**src/rtl/decode_ibuf_if.sv**
```systemverilog
// Fetch-to-decode instruction buffer port bundle; master is the fetch/decode side, slave is the buffer.
interface decode_ibuf_if #(
  parameter int DATA_W = 16,
  parameter int PC_W   = 16,
  parameter int DEPTH  = 4
);
  logic                         push;
  logic [DATA_W-1:0]            dout;
  logic [PC_W-1:0]              npc_in;
  logic                         enable_decode;
  logic                         flush;
  logic                         full;
  logic                         valid_out;
  logic [DATA_W-1:0]            instr_out;
  logic [PC_W-1:0]              npc_out;
  logic [$clog2(DEPTH+1)-1:0]   count;
  logic                         overflow;

  modport master (
    output push, dout, npc_in, enable_decode, flush,
    input  full, valid_out, instr_out, npc_out, count, overflow
  );

  modport slave (
    input  push, dout, npc_in, enable_decode, flush,
    output full, valid_out, instr_out, npc_out, count, overflow
  );
endinterface

```
**src/rtl/decode_ibuf.sv**
```systemverilog
// DEPTH-entry fetch->decode FIFO (instr + NPC) with flush, sticky overflow and occupancy; head visible 1 cycle after push.
// A push into a full buffer without a same-cycle pop is dropped; DECODE_IBUF_BYPASS_EN adds an empty-buffer same-cycle bypass.
module decode_ibuf #(
  parameter int DATA_W = 16,
  parameter int PC_W   = 16,
  parameter int DEPTH  = 4
) (
  input logic          clock,
  input logic          reset,
  decode_ibuf_if.slave bus
);
  localparam int PTR_W = $clog2(DEPTH);
  localparam int CNT_W = $clog2(DEPTH + 1);

  logic [DATA_W-1:0] instr_mem [DEPTH];
  logic [PC_W-1:0]   npc_mem   [DEPTH];
  logic [PTR_W-1:0]  wr_ptr;
  logic [PTR_W-1:0]  rd_ptr;
  logic [CNT_W-1:0]  cnt;
  logic              ovf;
  logic              full_int;
  logic              head_vld;
  logic              pop;
  logic              push_ok;
  logic              drop;
  logic              wr_en;

  assign full_int = (cnt == CNT_W'(DEPTH));
  assign head_vld = (cnt != '0);
  assign pop      = bus.enable_decode && head_vld;
  // A full buffer can still take a push when the head leaves in the same cycle.
  assign push_ok  = bus.push && (!full_int || bus.enable_decode);
  assign drop     = bus.push && full_int && !bus.enable_decode;

`ifdef DECODE_IBUF_BYPASS_EN
  logic byp;
  assign byp   = bus.push && !bus.flush && !head_vld;
  // Bypassed entry consumed by decode this cycle never lands in storage.
  assign wr_en = push_ok && !(byp && bus.enable_decode);
`else
  assign wr_en = push_ok;
`endif

  always_ff @(posedge clock or negedge reset) begin
    if (!reset) begin
      wr_ptr <= '0;
      rd_ptr <= '0;
      cnt    <= '0;
      ovf    <= 1'b0;
    end else if (bus.flush) begin
      wr_ptr <= '0;
      rd_ptr <= '0;
      cnt    <= '0;
      ovf    <= 1'b0;
    end else begin
      if (wr_en) wr_ptr <= wr_ptr + PTR_W'(1);
      if (pop)   rd_ptr <= rd_ptr + PTR_W'(1);
      case ({wr_en, pop})
        2'b10:   cnt <= cnt + CNT_W'(1);
        2'b01:   cnt <= cnt - CNT_W'(1);
        default: cnt <= cnt;
      endcase
      if (drop) ovf <= 1'b1;
    end
  end

  always_ff @(posedge clock) begin
    if (wr_en && !bus.flush) begin
      instr_mem[wr_ptr] <= bus.dout;
      npc_mem[wr_ptr]   <= bus.npc_in;
    end
  end

  // Head outputs are forced to zero when empty so stale storage never leaks out.
  always_comb begin
    bus.valid_out = head_vld;
    bus.instr_out = '0;
    bus.npc_out   = '0;
    if (head_vld) begin
      bus.instr_out = instr_mem[rd_ptr];
      bus.npc_out   = npc_mem[rd_ptr];
    end
`ifdef DECODE_IBUF_BYPASS_EN
    else if (byp) begin
      bus.valid_out = 1'b1;
      bus.instr_out = bus.dout;
      bus.npc_out   = bus.npc_in;
    end
`endif
  end

  assign bus.full     = full_int;
  assign bus.count    = cnt;
  assign bus.overflow = ovf;
endmodule
```
**src/flat_wrapper.sv**
```systemverilog
// flat-port wrapper written by rule: the top's interface ports become plain ports
module decode_ibuf_flat 
#(
  parameter int DATA_W = 16,
  parameter int PC_W   = 16,
  parameter int DEPTH  = 4
)
  (clock, reset, bus_push, bus_dout, bus_npc_in, bus_enable_decode, bus_flush, bus_full, bus_valid_out, bus_instr_out, bus_npc_out, bus_count, bus_overflow);
  decode_ibuf_if #(.DATA_W(DATA_W), .PC_W(PC_W), .DEPTH(DEPTH)) bus_i ();
  input logic clock;
  input logic reset;
  input wire logic [$bits(bus_i.push)-1:0] bus_push;
  input wire logic [$bits(bus_i.dout)-1:0] bus_dout;
  input wire logic [$bits(bus_i.npc_in)-1:0] bus_npc_in;
  input wire logic [$bits(bus_i.enable_decode)-1:0] bus_enable_decode;
  input wire logic [$bits(bus_i.flush)-1:0] bus_flush;
  output wire logic [$bits(bus_i.full)-1:0] bus_full;
  output wire logic [$bits(bus_i.valid_out)-1:0] bus_valid_out;
  output wire logic [$bits(bus_i.instr_out)-1:0] bus_instr_out;
  output wire logic [$bits(bus_i.npc_out)-1:0] bus_npc_out;
  output wire logic [$bits(bus_i.count)-1:0] bus_count;
  output wire logic [$bits(bus_i.overflow)-1:0] bus_overflow;
  assign bus_i.push = bus_push;
  assign bus_i.dout = bus_dout;
  assign bus_i.npc_in = bus_npc_in;
  assign bus_i.enable_decode = bus_enable_decode;
  assign bus_i.flush = bus_flush;
  assign bus_full = bus_i.full;
  assign bus_valid_out = bus_i.valid_out;
  assign bus_instr_out = bus_i.instr_out;
  assign bus_npc_out = bus_i.npc_out;
  assign bus_count = bus_i.count;
  assign bus_overflow = bus_i.overflow;
  decode_ibuf #(.DATA_W(DATA_W), .PC_W(PC_W), .DEPTH(DEPTH)) u_core (.clock(clock), .reset(reset), .bus(bus_i));
endmodule
```
**config.mk**
```make
export PLATFORM = sky130hd
export DESIGN_NAME = decode_ibuf_flat
export DESIGN_NICKNAME = d
export VERILOG_FILES = /design/src/rtl/decode_ibuf_if.sv /design/src/rtl/decode_ibuf.sv /design/src/flat_wrapper.sv
export SDC_FILE = /design/constraint.sdc
export NUM_CORES = 1
export LEC_CHECK = 0
export BUFFER_PORTS_ARGS = -buffer_cell sky130_fd_sc_hd__clkbuf_2
export CORE_AREA = 2 2 121 123
export DETAILED_ROUTE_END_ITERATION = 8
export DIE_AREA = 0 0 123 125
export SETUP_SLACK_MARGIN = 0.3
export SYNTH_ARGS = -nofsm -noshare
export SYNTH_HDL_FRONTEND = slang
export SYNTH_SLANG_ARGS = --single-unit
export TNS_END_PERCENT = 50
```
**constraint.sdc**
```tcl
create_clock -name clock -period 2.8 [get_ports clock]
set_input_delay 0.14 -clock clock [delete_from_list [all_inputs] [get_ports clock]]
set_output_delay 0.14 -clock clock [all_outputs]
set_load 0.01 [all_outputs]
```
==> impl_metrics.toml <==
[critical_path]
worstSetupStartpointType = "register"
worst_ep_required_time_ps = 2660
cp_max_fo = 18
critical_path_arrival_ps = 2200
worstSetupPathType = "reg2out"
critPathCaptureType = "output port"

[grt]
grt_usage = 0.140
grt_max_degree = 36
grt_pass1_wl_um = 15700
antenna_found_initial = 0
grt_overflow = 0
grt_pass1_vias = 2961

[pwr]
power_uw = 5000
p_int_uw = 3830
leakagePower_uw = 0.00246
clockPowerShare = 0.398
comb_power_share = 0.132
vdd_drop_max_mv = 0.484
switching_share = 0.235
pwr-share-seq = 0.470
power_density_nw_per_um2 = 712
p_sw_uw = 1180

[layout]
syn_to_final_growth_pct = 27.0
diodes = 0
num-nets-final = 435
drive_gt1_frac = 0.377

[route]
vias_per_cell = 4.83
drtAntennaViolNets = 0
dr.pass1.iters = 5
wl_um = 10200
post_drt_wl_per_cell_um = 17.2
dr.first_iter.drc_count = 242
vias = 2851
drcViolationCount = 0

[timing]
worst_hold_slack_ps = 36.7
fin_skew_ps = 8.21
fmax_mhz = 428
slew_headroom = 0.679
setup_tns_ps = 0
maxSlewViolCount = 0
finalHoldViolCount = 0
worstMarginPinSlew_ps = 481
layout_min_cycle_time_ps = 2340
period_share = 0.835
setup_violations = 0
rsz0062_at_grt = "no"

[yosys]
yosys_warnings = 0
yosys.cell_types.count = 38
netlist_instances = 273
synth.most_common_cell = "edfxtp_1"
syn_area_um2 = 5530
synth-edff-count = 128
netlist_top_cells_count = "edfxtp_1, mux4_2, nor2b_1"
synth.avg_cell_area_um2 = 20.3
ys.flop_type = "edfxtp_1"
ys_ff_latch = 136
yosys.area.top_type = "edfxtp_1"
synth_top_area_share = 0.695
yosysSeqAreaShare = 0.731
synth_area_leaders = "edfxtp_1, mux4_2, dfrtp_1"
synthArstFlopShare = 0.0588
syn-num-nets = 315

[floorplanning]
core_um2 = 14200
start_util = 0.389
die_y_um = 125
die_area_um2 = 15400
rows = 44
die_x_um = 123
io_pins = 75

[placement]
gp_congestion = 0.723
portBuffers = 74
place.detailed.hpwl_um = 6330

[flow_run]
maxCapViolations = 0

[clock_tree]
clockBufferDepth = 2
clock_sinks = 136
clk_latency_ps = 410
cts_tree = "built"
path_clk_slew_ps = 60
h-tree-depth = 4
cts_buffers = 17
postCtsSetupBuffers = 0
cts_root_buf = "clkbuf_16"

[worst_hold_path]
hold_class = "in2reg"

[outcome]
status = "finished clean"
[power groups by stage]
stage / Sequential (uW) / Clock, uW / Combinational, uW
after floorplan: 2350 / 0 / 450
after global placement: 2390 / 0 / 637
after detailed placement: 2390 / 0 / 640
after CTS: 2350 / 2040 / 679
after global routing: 2360 / 2120 / 726
final: 2350 / 1990 / 662
[layout by cell type, fill, tap and decap left out, drive strengths merged, types with 4 or more instances in the layout]
master	netlist	routed
edfxtp	128	128
clkbuf	1	92
dlygate4sd3	0	33
mux4	32	32
nor2b	32	32
buf	15	10
clkinv	0	9
dfrtp	8	8
inv	7	7
o21ai	6	6
nor2	5	5
a21oi	5	5
and2	5	5
nand3b	4	4
ha	4	4
clkinvlp	0	4
[logic make-up (layout without fill, tap and decap cells)]
| logic type | Yosys count | in the layout | synth area share |
|---|---|---|---|
| flip-flops | 136 | 136 | 0.731 |
| AND/OR/NAND/NOR | 55 | 55 | 0.0681 |
| multiplexers | 32 | 32 | 0.133 |
| buffers and inverters | 23 | 156 | 0.0281 |
| AO/OA/AOI/OAI | 19 | 19 | 0.0222 |
| adder cells (fa/ha/maj) | 5 | 5 | 0.0127 |
| XOR/XNOR | 3 | 3 | 0.00475 |
[state kept, by name, indices dropped and copies added (netlist names)]
name / flops
u_core.rd_ptr: 2
u_core.npc_mem: 64
u_core.bus.count: 3
u_core.instr_mem: 64
u_core.bus.overflow: 1
u_core.wr_ptr: 2
[timing repair]
item                                    in CTS  in global routing
gates resized for setup                      1                  0
hold endpoints to repair                   136                  0
hold buffers                                33                  0
endpoints found under the setup margin       2                  0
[cell type report]
cell class | instances | area, um^2
Multi-Input combinational cell | 114 | 1340
Inverter | 7 | 26.3
Clock buffer | 18 | 429
Sequential cell | 136 | 4050
Timing Repair Buffer | 117 | 838
Clock inverter | 14 | 110
Tap cell | 184 | 230
Fill cell | 1184 | 7180
[per-layer routing]
layer | track usage | wire length, um
met1 | 0.176 | 4550
met4 | 0.0568 | 123
met2 | 0.227 | 5090
met5 | 0 | 0
met3 | 0.0433 | 412
[metrics by stage]
step | utilization | cells | setup slack (ps) | cell area [um^2]
5_1_grt | 0.495 | 590 | 339 | 7030
2_1_floorplan | - | 273 | 518 | 5530
4_1_cts | 0.495 | 590 | 405 | 7030
6_report | 0.495 | 590 | 462 | 7030
3_3_place_gp | 0.433 | 525 | 719 | 6150
3_5_place_dp | 0.433 | 525 | 698 | 6150
[worst max-delay path, stage by stage, from the launching register on]
cell and delay (ps):
dfrtp_4 640, buf_12 240, mux4_1 590, nor2b_1 150
clkbuf_2 140
[worst paths after layout]
path	start	end	slack [ps]	cells after the start
setup / recovery	u_core.rd_ptr[0]	bus_instr_out[15]	460	4
hold / removal	bus_flush	u_core.rd_ptr[0]	40	2
setup reg to reg	u_core.bus.count[0]	u_core.instr_mem[1][5]	720	4
hold reg to reg	u_core.bus.overflow	u_core.bus.overflow	510	2
max in group asynchronous	reset	u_core.rd_ptr[0]	2490	2
min in group asynchronous	reset	u_core.bus.overflow	110	2
No activity file was read; power rests on OpenSTA's default activity.
